<file path="src/rtl/f1_reaction_timer.sv">
// f1_reaction_timer: random start delay, jump-start detect and reaction timing.
// Define F1_BCD_OUT_EN to count and report the reaction time as 4-digit BCD.
module f1_reaction_timer #(
    parameter int TICK_DIV     = 1000,
    parameter int MIN_DELAY_MS = 200,
    parameter int LFSR_W       = 7,
    parameter int RT_MAX       = 9999
) (
    input  logic        clk,
    input  logic        rst,
    input  logic        cmd_delay,
    input  logic        btn,
    output logic        lights_out,
    output logic        busy,
    output logic        react_valid,
    output logic [15:0] react_ms,
    output logic        jump_start
);

    localparam int DIV_W = (TICK_DIV > 1) ? $clog2(TICK_DIV) : 1;
    localparam logic [DIV_W-1:0] DIV_LAST = DIV_W'(TICK_DIV - 1);
    localparam logic [15:0] MIN_D = 16'(MIN_DELAY_MS);

`ifdef F1_BCD_OUT_EN
    localparam int CNT_W = 16;

    function automatic logic [15:0] to_bcd(input int v);
        logic [15:0] r;
        int x;
        x = v;
        r = '0;
        for (int i = 0; i < 4; i++) begin
            r[i*4 +: 4] = 4'(x % 10);
            x = x / 10;
        end
        return r;
    endfunction

    // Digit-wise ripple: a 9 rolls to 0 and carries into the next digit.
    function automatic logic [15:0] cnt_inc(input logic [15:0] c);
        logic [15:0] r;
        logic cy;
        r  = c;
        cy = 1'b1;
        for (int i = 0; i < 4; i++) begin
            if (cy) begin
                if (c[i*4 +: 4] == 4'd9) begin
                    r[i*4 +: 4] = 4'd0;
                end else begin
                    r[i*4 +: 4] = c[i*4 +: 4] + 4'd1;
                    cy = 1'b0;
                end
            end
        end
        return r;
    endfunction

    localparam logic [CNT_W-1:0] CNT_MAX = to_bcd(RT_MAX);
`else
    localparam int CNT_W = 14;

    function automatic logic [13:0] cnt_inc(input logic [13:0] c);
        return c + 14'd1;
    endfunction

    localparam logic [CNT_W-1:0] CNT_MAX = CNT_W'(RT_MAX);
`endif

    typedef enum logic [1:0] {
        IDLE,
        DELAY,
        TIMING,
        DONE
    } state_t;

    state_t            state;
    logic [LFSR_W-1:0] lfsr;
    logic [DIV_W-1:0]  div;
    logic [15:0]       delay_cnt;
    logic [CNT_W-1:0]  react_cnt;
    logic              cmd_delay_q;

    logic        tick;
    logic        arm;
    logic        expire;
    logic [15:0] cnt_ext;

    assign tick   = (div == DIV_LAST);
    assign arm    = cmd_delay & ~cmd_delay_q;
    assign expire = (state == DELAY) && tick && (delay_cnt == 16'd1);

`ifdef F1_BCD_OUT_EN
    assign cnt_ext = react_cnt;
`else
    assign cnt_ext = {2'b00, react_cnt};
`endif

    // A press in the expiry cycle is a jump start, so it masks the pulse.
    assign lights_out = expire && !btn && !rst;
    assign busy       = (state == DELAY) || (state == TIMING);

    always_ff @(posedge clk) begin
        if (rst) begin
            state       <= IDLE;
            lfsr        <= LFSR_W'(1);
            div         <= '0;
            delay_cnt   <= '0;
            react_cnt   <= '0;
            cmd_delay_q <= 1'b0;
            react_valid <= 1'b0;
            react_ms    <= '0;
            jump_start  <= 1'b0;
        end else begin
            cmd_delay_q <= cmd_delay;
            lfsr        <= {lfsr[LFSR_W-2:0],
                            lfsr[LFSR_W-1] ^ lfsr[LFSR_W-2]};
            react_valid <= 1'b0;
            div         <= tick ? '0 : div + 1'b1;

            unique case (state)
                IDLE: begin
                    if (arm) begin
                        delay_cnt  <= MIN_D + 16'(lfsr);
                        jump_start <= 1'b0;
                        div        <= '0;
                        state      <= DELAY;
                    end
                end
                DELAY: begin
                    if (btn) begin
                        jump_start  <= 1'b1;
                        react_ms    <= '0;
                        react_valid <= 1'b1;
                        state       <= DONE;
                    end else if (tick) begin
                        delay_cnt <= delay_cnt - 16'd1;
                        if (delay_cnt == 16'd1) begin
                            react_cnt <= '0;
                            state     <= TIMING;
                        end
                    end
                end
                TIMING: begin
                    if (btn) begin
                        react_ms    <= cnt_ext;
                        react_valid <= 1'b1;
                        state       <= DONE;
                    end else if (tick && react_cnt != CNT_MAX) begin
                        react_cnt <= cnt_inc(react_cnt);
                    end
                end
                DONE: begin
                    if (!btn) begin
                        state <= IDLE;
                    end
                end
            endcase
        end
    end

endmodule

</file>
<file path="config.mk">
export PLATFORM = sky130hd
export DESIGN_NAME = f1_reaction_timer
export DESIGN_NICKNAME = d
export VERILOG_FILES = /design/src/rtl/f1_reaction_timer.sv
export SDC_FILE = /design/constraint.sdc
export NUM_CORES = 1
export LEC_CHECK = 0
export ABC_AREA = 1
export BUFFER_PORTS_ARGS = -buffer_cell sky130_fd_sc_hd__buf_2
export CAP_MARGIN = 0
export CORE_ASPECT_RATIO = 1.2
export CORE_MARGIN = 2
export CORE_UTILIZATION = 55
export CTS_BUF_LIST = sky130_fd_sc_hd__clkbuf_4
export DETAILED_ROUTE_END_ITERATION = 7
export GPL_TIMING_DRIVEN = 0
export PLACE_DENSITY = 0.73
export SETUP_SLACK_MARGIN = 0.5
export SKIP_CTS_REPAIR_TIMING = 1
export SYNTH_ARGS = -nofsm -noshare
export SYNTH_HDL_FRONTEND = slang
export SYNTH_SLANG_ARGS = --single-unit
</file>
<file path="constraint.sdc">
create_clock -name clk -period 2.25 [get_ports clk]
set_input_delay 0.45 -clock clk [delete_from_list [all_inputs] [get_ports clk]]
set_output_delay 0.45 -clock clk [all_outputs]
set_load 0.01 [all_outputs]
</file>
==> flow_metrics.tcl <==
set metrics [dict create \
    fin_crit_ps 2050 \
    relSlewSlack_pct 51.7 \
    async_flop_share_pct 0 \
    timing.setup.tns_ps 0 \
    netlist.area_leader.share_pct 36.8 \
    seq_area_frac_synth_pct 36.8 \
    initial_core_util_pct 56.4 \
    grt_pass1_wl_um 14100 \
    comb_power_share_pct 50.7 \
    dr.pass1.iters 4 \
    rsz0062_at_grt "yes" \
    p_leak_nw 1.82 \
    crit_fanout 3 \
    rows 32 \
    synth_area_mm2 0.00359 \
    dieWidth_um 77.8 \
    dp_cells 647 \
    port_buffers 20 \
    clock_skew_ps 21.0 \
    clock_path_buffers 2 \
    pwr_density_cell_mw_per_mm2 1060 \
    whs_path_depth 3 \
    timing.fmax_mhz 489 \
    critical_path.endpoint_type "primary output" \
    drv_cap 0 \
    gp_congestion 0.904 \
    first_global_vias 3160 \
    required_ps 1800 \
    root_buffer "clkbuf_4" \
    clock_sink_count 66 \
    reg2regPathDepth 11 \
    wl_per_cell_um 13.7 \
    cts_max_level 3 \
    ys_seq_elements 66 \
    grt_max_degree 12 \
    drc 0 \
    ioPinCount 24 \
    drive_above_1_share_pct 23.3 \
    crit_slowest_cell "dfxtp_2" \
    cts_buffers 9 \
    routed_wl_um 9260 \
    path_buf_inv 2 \
    setup_viol 0 \
    finalHoldViolations 0 \
    max_stage_delay_ps 340 \
    power_switching_mw 2.07 \
    antenna_cells 0 \
    areaGrowthSynthToFinish_pct 20.1 \
    crit_arrival_ps 1600 \
    postSynthCellCount 541 \
    finalWorstSetupSlack_ps 204 \
    core_mm2 0.00637 \
    crit_family "simple AND/OR/NAND/NOR gates" \
    layout.cells.non_filler 677 \
    finalCritPeriodShare_pct 90.9 \
    yosysTopAreaCell "dfxtp_1" \
    post-place-ws_ps 212 \
    clk_pin_slew_ps 110 \
    placed_area_mm2 0.00380 \
    vias 3632 \
    ir_worst_vdd_mv 0.761 \
    ys_types 35 \
    min_path_type "primary input to flop" \
    seqPwrFrac_pct 34.5 \
    pwr-share-clk_pct 14.8 \
    finalPower_mw 4.58 \
    worstPathCellList "inv_2 > ha_4 > nand3_2 > nor2_1 > nand3_1 > nor3_2 > buf_2" \
    dp_hpwl_um 6270 \
    slew_viol_final 0 \
    switching_share_pct 45.3 \
    outcome "completed" \
    die_area_mm2 0.00720 \
    worstSetupStartpointType "flop" \
    ys_top_cells_by_area "dfxtp_1, nand2_1, nor2_1, nand3_1, inv_1" \
    synth_edf_count 0 \
    fill_cells 551 \
    cts_tree "yes" \
    antenna_found_initial 0 \
    antenna_left 0 \
    syn_avg_cell_area_um2 6.64 \
    nets 602 \
    grt_usage_pct 24.5 \
    p_int_mw 2.50 \
    clk_latency_ps 430 \
    synth_flop_cell "dfxtp_1" \
    tightest_slew_ps 724 \
    grt_overflow_total 0 \
    drtIter0Drc 275 \
    die_h_um 92.5 \
    synth_warnings 0 \
    worstSetupPathType "flop to primary output" \
    stdcell_area_mm2 0.00432 \
    cp.depth 7 \
    vias_per_cell 5.36 \
]
## cell type report
type	count	area, µm²	area share, %
Sequential cell	66	1350	31.3
Multi-Input combinational cell	398	2160	50.1
Inverter	57	219	5.07
Clock buffer	10	75.1	1.74
Clock inverter	6	33.8	0.783
Timing Repair Buffer	34	240	5.57
Buffer	21	130	3.02
Tap cell	85	106	2.46
## placed cells by master, fill, tap and decap left out, types with 3 or more instances in the layout
master / instances
a21oi_1: 30
nand3_2: 3
buf_2: 25
o21ai_0: 19
clkbuf_1: 4
nor2_1: 86
nand2_2: 8
ha_1: 6
nand4_1: 10
nand2_1: 111
dfxtp_1: 53
xor2_1: 3
inv_2: 3
nand3_1: 54
dfxtp_4: 5
ha_4: 3
nand2_4: 7
a21oi_2: 10
nor3_1: 9
nor2_4: 6
clkbuf_2: 4
buf_4: 12
dfxtp_2: 8
buf_6: 4
clkinv_2: 3
xnor2_1: 5
nor2_2: 7
clkbuf_4: 11
inv_1: 52
## metrics by stage
step                hold slack [ps]  utilization, %
floorplan                       403               -
global placement                416            59.7
detailed placement              420            59.7
CTS                             243            61.5
global route                    236            67.8
finish                          237            67.8
## synthesized netlist by cell type, types with 4 or more instances
cell      count
clkbuf_1     11
nand4_1      10
xnor2_1       5
dfxtp_1      66
o21ai_0      20
nand3_1      57
ha_1         11
inv_1        57
a21oi_2       4
nor2_1       95
nor3_1       10
a21oi_1      37
nand2_1     124
## power groups by stage
stage	sequential (mW)	clock [mW]	combinational, mW
after floorplan	1.50	0	1.46
after global placement	1.54	0	1.82
after detailed placement	1.54	0	1.86
after CTS	1.51	0.690	1.87
after global routing	1.60	0.734	2.57
final	1.58	0.679	2.32
## worst min-delay path: stages
cell    delay (ps)
buf_2           80
inv_1           40
nor2_1          70
## cell families (layout without fill, tap and decap cells)
kind of cell    count (synthesis)  after routing  synth area share [%]
compound gates                 70             70                  11.1
xor+xnor                        8              8                  1.95
fa+ha+maj                      11             11                  3.83
buf+inv                        78            128                  9.26
flops                          66             66                  36.8
other cells                     1              2                 0.104
simple gates                  307            307                  36.9
## sequential cells by signal, summed over array words and instances (netlist names), 2 cells and up
name and count:
delay_cnt 16, state 2, div 10, lfsr 7, react_cnt 14, react_ms 14
## routing by layer
layer	GRT usage (%)	vias to the layer above	wire, µm
met1	28.2	1700	3970
met5	0	-	0
met2	44.7	72	4760
li1	-	1840	-
met3	4.97	20	317
met4	8.63	0	206
## worst paths after layout
kind | from | to | slack [ps]
max | delay_cnt[1]$_SDFFE_PP0P_ | lights_out | 200
max reg2reg | delay_cnt[1]$_SDFFE_PP0P_ | react_cnt[11]$_SDFFE_PP0P_ | 480
min reg2reg | lfsr[1]$_SDFF_PP0_ | lfsr[2]$_SDFF_PP0_ | 440
min | cmd_delay | cmd_delay_q$_SDFF_PP0_ | 240
Power figures use the tool's default switching activity.
